$ cat src/rtl/pacman_beam_gen_pkg.sv
// pacman_beam_gen_pkg: default VGA 640x480 timing, Pacman visible-area size and
// the sync/window bundle carried through the colour-alignment delay line.
package pacman_beam_gen_pkg;
  localparam int VGA_H_VISIBLE = 640;
  localparam int VGA_H_FRONT   = 16;
  localparam int VGA_H_SYNC    = 96;
  localparam int VGA_H_BACK    = 48;
  localparam int VGA_V_VISIBLE = 480;
  localparam int VGA_V_FRONT   = 10;
  localparam int VGA_V_SYNC    = 2;
  localparam int VGA_V_BACK    = 33;
  localparam int PACMAN_VIS_W  = 224;
  localparam int PACMAN_VIS_H  = 288;
  function automatic int win_off(input int vis, input int game, input int scale);
    return (vis - game * scale) / 2;
  endfunction
  localparam int VGA_H_TOTAL = VGA_H_VISIBLE + VGA_H_FRONT + VGA_H_SYNC + VGA_H_BACK;
  localparam int VGA_V_TOTAL = VGA_V_VISIBLE + VGA_V_FRONT + VGA_V_SYNC + VGA_V_BACK;
  localparam int VGA_H_OFF   = win_off(VGA_H_VISIBLE, PACMAN_VIS_W, 1);
  localparam int VGA_V_OFF   = win_off(VGA_V_VISIBLE, PACMAN_VIS_H, 1);
  typedef struct packed {
    logic hs;
    logic vs;
    logic win;
  } sync_t;
endpackage

$ cat src/rtl/vga_sync_delay.sv
// vga_sync_delay: N-stage shift register for {hs, vs, win}, cleared to inactive
// by an asynchronous active-low reset.
module vga_sync_delay
  import pacman_beam_gen_pkg::*;
#(
  parameter int N = 2
)(
  input  logic  clk_i,
  input  logic  rst_ni,
  input  sync_t d_i,
  output sync_t q_o
);
  sync_t sr_q [N];
  always_ff @(posedge clk_i or negedge rst_ni) begin
    if (!rst_ni) begin
      for (int i = 0; i < N; i++) sr_q[i] <= '0;
    end else begin
      sr_q[0] <= d_i;
      for (int i = 1; i < N; i++) sr_q[i] <= sr_q[i-1];
    end
  end
  assign q_o = sr_q[N-1];
endmodule

$ cat src/rtl/pacman_beam_gen.sv
// pacman_beam_gen: VGA raster counters, 224x288 game-pixel beam interface and
// window-blanked colour output with sync delay-matched to the game core.
module pacman_beam_gen
  import pacman_beam_gen_pkg::*;
#(
  parameter int H_VISIBLE  = VGA_H_VISIBLE,
  parameter int H_FRONT    = VGA_H_FRONT,
  parameter int H_SYNC     = VGA_H_SYNC,
  parameter int H_BACK     = VGA_H_BACK,
  parameter int V_VISIBLE  = VGA_V_VISIBLE,
  parameter int V_FRONT    = VGA_V_FRONT,
  parameter int V_SYNC     = VGA_V_SYNC,
  parameter int V_BACK     = VGA_V_BACK,
  parameter int GAME_W     = PACMAN_VIS_W,
  parameter int GAME_H     = PACMAN_VIS_H,
  parameter int SCALE      = 1,
  parameter int PIPE_DEPTH = 1,
  parameter bit SYNC_NEG   = 1'b1
)(
  input  logic       vga_pix_clk,
  input  logic       rst_n,
  output logic [7:0] sx,
  output logic [8:0] sy,
  output logic       display_enabled,
  output logic       game_pix_stb,
  output logic       frame_stb,
  input  logic [3:0] R_in,
  input  logic [3:0] G_in,
  input  logic [3:0] B_in,
  output logic [3:0] VGA_R,
  output logic [3:0] VGA_G,
  output logic [3:0] VGA_B,
  output logic       VGA_HS,
  output logic       VGA_VS
);
  localparam int H_TOTAL = H_VISIBLE + H_FRONT + H_SYNC + H_BACK;
  localparam int V_TOTAL = V_VISIBLE + V_FRONT + V_SYNC + V_BACK;
  localparam int H_OFF   = win_off(H_VISIBLE, GAME_W, SCALE);
  localparam int V_OFF   = win_off(V_VISIBLE, GAME_H, SCALE);
  localparam int HW      = $clog2(H_TOTAL);
  localparam int VW      = $clog2(V_TOTAL);
  localparam int SW      = SCALE > 1 ? $clog2(SCALE) : 1;
  localparam logic [HW-1:0] H_LAST = HW'(H_TOTAL - 1);
  localparam logic [HW-1:0] H_WIN0 = HW'(H_OFF);
  localparam logic [HW-1:0] H_WIN1 = HW'(H_OFF + GAME_W * SCALE);
  localparam logic [HW-1:0] H_HS0  = HW'(H_VISIBLE + H_FRONT);
  localparam logic [HW-1:0] H_HS1  = HW'(H_VISIBLE + H_FRONT + H_SYNC);
  localparam logic [VW-1:0] V_LAST = VW'(V_TOTAL - 1);
  localparam logic [VW-1:0] V_WIN0 = VW'(V_OFF);
  localparam logic [VW-1:0] V_WIN1 = VW'(V_OFF + GAME_H * SCALE);
  localparam logic [VW-1:0] V_VS0  = VW'(V_VISIBLE + V_FRONT);
  localparam logic [VW-1:0] V_VS1  = VW'(V_VISIBLE + V_FRONT + V_SYNC);
  localparam logic [SW-1:0] S_LAST = SW'(SCALE - 1);

  if (GAME_W * SCALE > H_VISIBLE || GAME_H * SCALE > V_VISIBLE) begin : g_bad_scale
    $error("pacman_beam_gen: scaled game window exceeds visible area");
  end

  logic [HW-1:0] h_q, h_d;
  logic [VW-1:0] v_q, v_d;
  logic [SW-1:0] hsub_q, hsub_d, vsub_q, vsub_d;
  logic [7:0]    gx_q, gx_d;
  logic [8:0]    gy_q, gy_d;
  logic [7:0]    sx_q;
  logic [8:0]    sy_q;
  logic          de_q, gstb_q, fstb_q, hs_q, vs_q;
  logic [3:0]    r_q, g_q, b_q;
  logic          h_wrap, in_col, in_row, win, pix0, hs_last, vs_last;
  sync_t         raw, dly;

  // gx/gy and the sub-pixel counters describe the pixel currently held in h/v;
  // they restart whenever the beam is outside the window so each line and
  // frame enters the window at game pixel 0.
  always_comb begin
    h_wrap  = h_q == H_LAST;
    h_d     = h_wrap ? '0 : h_q + 1'b1;
    v_d     = h_wrap ? (v_q == V_LAST ? '0 : v_q + 1'b1) : v_q;
    in_col  = h_q >= H_WIN0 && h_q < H_WIN1;
    in_row  = v_q >= V_WIN0 && v_q < V_WIN1;
    win     = in_col && in_row;
    hs_last = hsub_q == S_LAST;
    vs_last = vsub_q == S_LAST;
    hsub_d  = (in_col && !hs_last) ? hsub_q + 1'b1 : '0;
    gx_d    = in_col ? (hs_last ? gx_q + 8'd1 : gx_q) : '0;
    vsub_d  = h_wrap ? ((in_row && !vs_last) ? vsub_q + 1'b1 : '0) : vsub_q;
    gy_d    = h_wrap ? (in_row ? (vs_last ? gy_q + 9'd1 : gy_q) : '0) : gy_q;
    pix0    = win && hsub_q == '0 && vsub_q == '0;
    raw.hs  = h_q >= H_HS0 && h_q < H_HS1;
    raw.vs  = v_q >= V_VS0 && v_q < V_VS1;
    raw.win = win;
  end

  vga_sync_delay #(.N(PIPE_DEPTH + 1)) u_sync_delay (
    .clk_i  (vga_pix_clk),
    .rst_ni (rst_n),
    .d_i    (raw),
    .q_o    (dly)
  );

  always_ff @(posedge vga_pix_clk or negedge rst_n) begin
    if (!rst_n) begin
      h_q    <= '0;
      v_q    <= '0;
      hsub_q <= '0;
      vsub_q <= '0;
      gx_q   <= '0;
      gy_q   <= '0;
      sx_q   <= '0;
      sy_q   <= '0;
      de_q   <= 1'b0;
      gstb_q <= 1'b0;
      fstb_q <= 1'b0;
      hs_q   <= SYNC_NEG;
      vs_q   <= SYNC_NEG;
      r_q    <= '0;
      g_q    <= '0;
      b_q    <= '0;
    end else begin
      h_q    <= h_d;
      v_q    <= v_d;
      hsub_q <= hsub_d;
      vsub_q <= vsub_d;
      gx_q   <= gx_d;
      gy_q   <= gy_d;
      sx_q   <= win ? gx_q : '0;
      sy_q   <= win ? gy_q : '0;
      de_q   <= win;
      gstb_q <= pix0;
      fstb_q <= pix0 && gx_q == '0 && gy_q == '0;
      hs_q   <= dly.hs ^ SYNC_NEG;
      vs_q   <= dly.vs ^ SYNC_NEG;
      r_q    <= dly.win ? R_in : '0;
      g_q    <= dly.win ? G_in : '0;
      b_q    <= dly.win ? B_in : '0;
    end
  end

  assign sx              = sx_q;
  assign sy              = sy_q;
  assign display_enabled = de_q;
  assign game_pix_stb    = gstb_q;
  assign frame_stb       = fstb_q;
  assign VGA_R           = r_q;
  assign VGA_G           = g_q;
  assign VGA_B           = b_q;
  assign VGA_HS          = hs_q;
  assign VGA_VS          = vs_q;
endmodule

$ cat config.mk
export PLATFORM = sky130hd
export DESIGN_NAME = pacman_beam_gen
export DESIGN_NICKNAME = d
export VERILOG_FILES = /design/src/rtl/pacman_beam_gen_pkg.sv /design/src/rtl/vga_sync_delay.sv /design/src/rtl/pacman_beam_gen.sv
export SDC_FILE = /design/constraint.sdc
export NUM_CORES = 1
export LEC_CHECK = 0
export ABC_AREA = 1
export CAP_MARGIN = 20
export CORE_MARGIN = 1
export CORE_UTILIZATION = 33
export CTS_CLUSTER_SIZE = 28
export DETAILED_ROUTE_END_ITERATION = 10
export GPL_TIMING_DRIVEN = 0
export SLEW_MARGIN = 25
export SYNTH_ARGS = -nofsm -noshare
export SYNTH_HDL_FRONTEND = slang
export SYNTH_SLANG_ARGS = --single-unit
$ cat constraint.sdc
create_clock -name vga_pix_clk -period 3.75 [get_ports vga_pix_clk]
set_input_delay 1.125 -clock vga_pix_clk [delete_from_list [all_inputs] [get_ports vga_pix_clk]]
set_output_delay 1.125 -clock vga_pix_clk [all_outputs]
set_load 0.005 [all_outputs]
==> results of run 1 <==
through the flow:
step	setup TNS [ns]	worst slack [ns]
after global routing	0	1.22
after CTS	0	1.25
after floorplan	0	2.12
after detailed placement	0	1.63
after global placement	-92.63	-1.22
final	0	1.28
power by group through the flow:
stage | registers, W | logic (W) | clock network, W
2_1_floorplan | 0.000858 | 0.00000140 | 0
3_3_place_gp | 0.000859 | 0.0000326 | 0
3_5_place_dp | 0.000858 | 0.0000358 | 0
4_1_cts | 0.000842 | 0.0000359 | 0.000613
5_1_grt | 0.000842 | 0.0000394 | 0.000659
6_report | 0.000842 | 0.0000340 | 0.000587
flip-flops by register name, summed over array words and instances, names as in the netlist, 8 cells and up:
name	count
v_q	10
sy	9
gx_q	8
sx	8
h_q	10
gy_q	9
final cells by class:
type / instances / area, sq um / share of cell area, %
buffer: 6 / 43.8 / 1.01
inverter: 71 / 267 / 6.14
clock inverter: 2 / 13.8 / 0.317
clock buffer: 14 / 173 / 3.98
timing repair buffer: 48 / 495 / 11.4
sequential: 78 / 1950 / 45.0
tap: 136 / 170 / 3.92
multi-input combinational: 244 / 1220 / 28.2
path summary, 6_finish.rpt:
path	startpoint	to	slack, ns	depth (start not counted)
setup / recovery	VGA_VS	VGA_VS	1.28	1
hold / removal	u_sync_delay.q_o[2]	VGA_HS	0.35	1
setup reg to reg	h_q[0]	gy_q[6]	2.21	9
hold reg to reg	u_sync_delay.q_o[2]	VGA_HS	0.35	1
max in group asynchronous	rst_n	VGA_VS	2.39	2
min in group asynchronous	rst_n	sx[1]	0.74	1
kinds of logic after synthesis:
family          Yosys count  share of synthesized area (%)
xor+xnor                  8                           2.01
flops                    78                           56.0
buf+inv                  77                           8.90
fa+ha+maj                 8                           2.87
compound gates           29                           4.59
simple gates            198                           25.5
other cells               1                          0.108
cells in the mapped netlist, drive strengths merged (2+ instances only):
cell	number
nor2	49
nor3	10
a21oi	6
nand4	14
nand3	32
xor2	7
nand2	87
o21ai	23
dfstp	2
ha	8
inv	70
nor3b	2
buf	5
or2	2
dfrtp	76
routing by layer:
metal	GRT usage [%]	vias to the layer above	wire length, um
met4	4.73	0	72
met1	17.8	1271	3220
met5	0	-	0
met3	3.56	7	309
met2	21.4	58	3020
li1	-	1355	-
==> out/qor.csv, run 1 <==
metric;value;unit
run_status;completed;
start_util;33.9;%
first_pass_iters;4;
avgSynthCellArea;8.74;sq um
cts_hold_buf;0;
async_flop_share;100;%
rsz0062_at_grt;false;
synth-edff-count;0;
final_cells;599;
p_leak;2.17;nW
cp.required;2.62;ns
fillers;1039;
place_area;4150;sq um
cts.sinks;78;
slowest_delay;0.52;ns
track_usage;13.5;%
num_antenna_cells;0;
antenna_found_initial;0;
setup_viol;0;
final_common_cell;nand2_1;
fin_area;4340;sq um
die_area;11000;sq um
fin_crit_sh;65.9;%
p_comb_share;2.3;%
path_cells;clkdlybuf4s50_1;
grt_max_degree;46;
path_clk_slew;0.08;ns
timing.hold.ws;0.354;ns
swShare;21.2;%
critPathCaptureType;output pin;
cp_max_fo;1;
cts_tree;built;
p_switching;0.000310;W
crit_arrival;1.35;ns
grt-ovfl-total;0;
vias;2691;
p_clk_share;40.1;%
antenna_left;0;
synth_top_area_cell;dfrtp_1;
crit_family;flip-flops;
fmax;404;MHz
yosysSeqAreaShare;56.0;%
route.detailed.drc;0;
synth_fp_nets;421;
drt_wl_total;6620;um
wl_per_cell;11.0;um
crit_slowest_cell;dfstp_2;
syn_inst;399;
worst_ir_drop_vdd;0.142;mV
drive_above_1_share;7.99;%
total_power;0.00146;W
hpwl;4710;um
synthFlopType;dfrtp_1;
synth-seq-cells;78;
power_density;337;nW/um^2
fp.dieW;105;um
synthToLayoutAreaGrowth;24.4;%
layout_common_cells;nand2_1, dfrtp_1, inv_1;
power_frac_seq;57.5;%
grt_pass1_wl;11800;um
cts_root_buf;clkbuf_8;
syn-cell-area;3490;sq um
p_int;0.00115;W
yosys-top-cells-area;dfrtp_1, nand2_1, inv_1, nor2_1, nand3_1;
cts_buffer_depth;2;
drv_slew;0;
drt-vias-per-instance;4.49;
coreArea;10300;sq um
ios;48;
die_h;105;um
layout_min_cycle_time;2.47;ns
hold_class;flop to flop;
fin_nets;480;
yosysTopAreaCellShare;54.5;%
drt_iter0_drc;116;
drv_cap;0;
cts-htree-levels;3;
place_congestion;0.836;
cts_setup_buffers;0;
clk_latency;0.34;ns
hold_violations;0;
grt_pass1_vias;2608;
num_rows;37;
cts-buffers-inserted;9;
cp-start-kind;flop;
cts_resized;0;
skew;0.00444;ns
yosysUniqueCellTypes;31;
utilization;42.2;%
yosys_warnings;0;
critPathBufInv;1;
dp_cells;583;
critPathKind;flop to output pin;
port_buffers;47;
Power figures use the tool's default switching activity.
==> run 2: changes to the inputs <==
==> constraint.sdc (replaced) <==
create_clock -name vga_pix_clk -period 2.1 [get_ports vga_pix_clk]
set_input_delay 0.63 -clock vga_pix_clk [delete_from_list [all_inputs] [get_ports vga_pix_clk]]
set_output_delay 0.63 -clock vga_pix_clk [all_outputs]
set_load 0.005 [all_outputs]
==> results of run 2 <==
The final DEF is identical to that of run 1. Status: completed.
Among the figures that moved: setup slack after placement 1.63 ns -> 0.477 ns; clock-pin slew on the worst setup and hold paths 0.08 ns -> 0.07 ns; setup slack after layout 1.28 ns -> 0.123 ns; hold slack 0.354 ns -> 0.242 ns; register-to-register setup slack 2.21 ns -> 0.56 ns; total power 0.00146 W -> 0.00261 W; worst IR drop on VDD 0.142 mV -> 0.254 mV
==> run 3: changes to the inputs <==
--- a/config.mk
+++ b/config.mk
@@ -12,6 +12,7 @@
 export CTS_CLUSTER_SIZE = 28
 export DETAILED_ROUTE_END_ITERATION = 10
 export GPL_TIMING_DRIVEN = 0
+export PLACE_DENSITY = 0.61
 export SLEW_MARGIN = 25
 export SYNTH_ARGS = -nofsm -noshare
 export SYNTH_HDL_FRONTEND = slang
==> out/qor.csv, run 3 (synthesis results as in run 1) <==
metric;value;unit;change
run_status;completed;;unchanged
first_pass_iters;4;;unchanged
cts_root_buf;clkbuf_8;;unchanged
die_h;105;um;unchanged
cp.required;1.47;ns;about the same
cts_resized;0;;unchanged
cts_buffer_depth;2;;unchanged
path_clk_slew;0.08;ns;was 0.07 ns
synthToLayoutAreaGrowth;24.0;%;was 24.4%
swShare;21.9;%;was 21.2%
cts_hold_buf;0;;unchanged
grt_max_degree;41;;was 46
dp_cells;583;;unchanged
p_comb_share;2.3;%;about the same
crit_slowest_cell;dfstp_2;;unchanged
seqCellArea;1950;sq um;unchanged
pre_cts_ws;0.472;ns;was 0.477 ns
ios;48;;unchanged
wl_per_cell;11.2;um;was 11.0 um
fillers;1019;;was 1039
critPathBufInv;1;;unchanged
multi_input_area;1220;sq um;unchanged
drv_slew;0;;unchanged
crit_family;flip-flops;;unchanged
cts_setup_buffers;0;;unchanged
rsz0062_at_grt;false;;unchanged
cts-buffers-inserted;9;;unchanged
worst_ir_drop_vdd;0.253;mV;was 0.254 mV
cts.sinks;78;;unchanged
path_cells;clkdlybuf4s50_1;;unchanged
final_common_cell;nand2_1;;unchanged
antenna_left;0;;unchanged
cp_max_fo;1;;unchanged
port_buffers;47;;unchanged
timing.hold.ws;0.248;ns;was 0.242 ns
worst_pin_slew;0.503;ns;
final_cells;599;;unchanged
fp.dieW;105;um;unchanged
coreArea;10300;sq um;unchanged
relSlewSlack;66.4;%;
layout_common_cells;nand2_1, dfrtp_1, inv_1;;unchanged
num_rows;37;;unchanged
antenna_found_initial;0;;unchanged
layout_min_cycle_time;2.00;ns;was 1.98 ns
r2r_setup_slack;0.54;ns;was 0.56 ns
hold_violations;0;;unchanged
critPathKind;flop to output pin;;unchanged
setup_viol;0;;unchanged
vias;2709;;was 2691
drv_cap;0;;unchanged
grt_pass1_wl;12100;um;was 11800 um
drive_above_1_share;7.99;%;unchanged
power_frac_seq;58.1;%;was 57.5%
track_usage;13.9;%;was 13.5%
slowest_delay;0.53;ns;was 0.52 ns
die_area;11000;sq um;unchanged
p_clk_share;39.6;%;was 40.1%
finalWorstSetupSlack;0.104;ns;was 0.123 ns
place_congestion;0.803;;was 0.836
route.detailed.drc;0;;unchanged
num_antenna_cells;0;;unchanged
clk_latency;0.35;ns;was 0.34 ns
cts-htree-levels;3;;unchanged
start_util;33.9;%;unchanged
fin_crit_sh;95.0;%;was 94.2%
fmax;501;MHz;was 506 MHz
drt-vias-per-instance;4.52;;was 4.49
crit_arrival;1.37;ns;was 1.35 ns
grt-ovfl-total;0;;unchanged
drt_wl_total;6700;um;was 6620 um
cts_tree;built;;unchanged
p_leak;2.15;nW;was 2.17 nW
critPathCaptureType;output pin;;unchanged
p_switching;0.000566;W;was 0.000553 W
power_density;598;nW/um^2;was 602 nW/um^2
grt_pass1_vias;2646;;was 2608
largestRegisters;h_q (10), v_q (10);;unchanged
p_int;0.00202;W;was 0.00206 W
drt_iter0_drc;132;;was 116
skew;0.00949;ns;was 0.00444 ns
fin_nets;480;;unchanged
hpwl;4750;um;was 4710 um
cp-start-kind;flop;;unchanged
hold_class;input port to asynchronous set/reset pin;;unchanged
-- run 3: cell types whose count changed in the layout (fill, tap and decap cells not counted) --
cell	previous run	this run
buf_12	0	1
inv_6	1	0
clkinvlp_4	0	2
clkbuf_8	12	11
buf_16	1	0
-- run 3: stage by stage --
step / power, W / TNS [ns] / instance area (sq um) / util (%)
floorplan: 0.00154 / 0 / 3490 / -
global placement: 0.00159 / -184.78 / 4130 / 40.2
detailed placement: 0.00160 / 0 / 4150 / 40.3
CTS: 0.00264 / 0 / 4330 / 42.1
global route: 0.00270 / 0 / 4330 / 42.1
finish: 0.00259 / 0 / 4330 / 42.1
-- run 3: cell type report --
cell class,instances,area share [%]
clock inverters,3,0.463
flip-flops and latches,78,45.2
repair buffers,48,11.3
inverters,71,6.16
multi-input cells,244,28.3
clock buffers,13,3.67
plain buffers,6,1.01
well taps,136,3.93
-- run 3: power by group through the flow --
| stage | clock network (W) | registers (W) | logic [W] |
|---|---|---|---|
| floorplan | 0 | 0.00153 | 0.00000249 |
| global placement | 0 | 0.00153 | 0.0000580 |
| detailed placement | 0 | 0.00153 | 0.0000628 |
| finish | 0.00102 | 0.00150 | 0.0000595 |
| global route | 0.00113 | 0.00150 | 0.0000683 |
| CTS | 0.00107 | 0.00150 | 0.0000630 |
-- run 3: worst paths after layout --
path                                  endpoint  depth (start not counted)                  from
hold / removal                        VGA_R[3]                          1                 rst_n
setup / recovery                        VGA_HS                          1                VGA_HS
hold reg to reg            u_sync_delay.q_o[2]                          0  u_sync_delay.sr_q[5]
setup reg to reg                       gy_q[6]                          9                h_q[0]
max in group asynchronous               VGA_VS                          2                 rst_n
min in group vga_pix_clk   u_sync_delay.q_o[2]                          0  u_sync_delay.sr_q[5]
-- run 3: per-layer routing --
layer	wire (um)	track usage, %	vias to the layer above
li1	-	-	1358
met3	293	3.49	8
met5	0	0	-
met2	3030	21.6	63
met4	106	6.14	0
met1	3270	18.2	1280
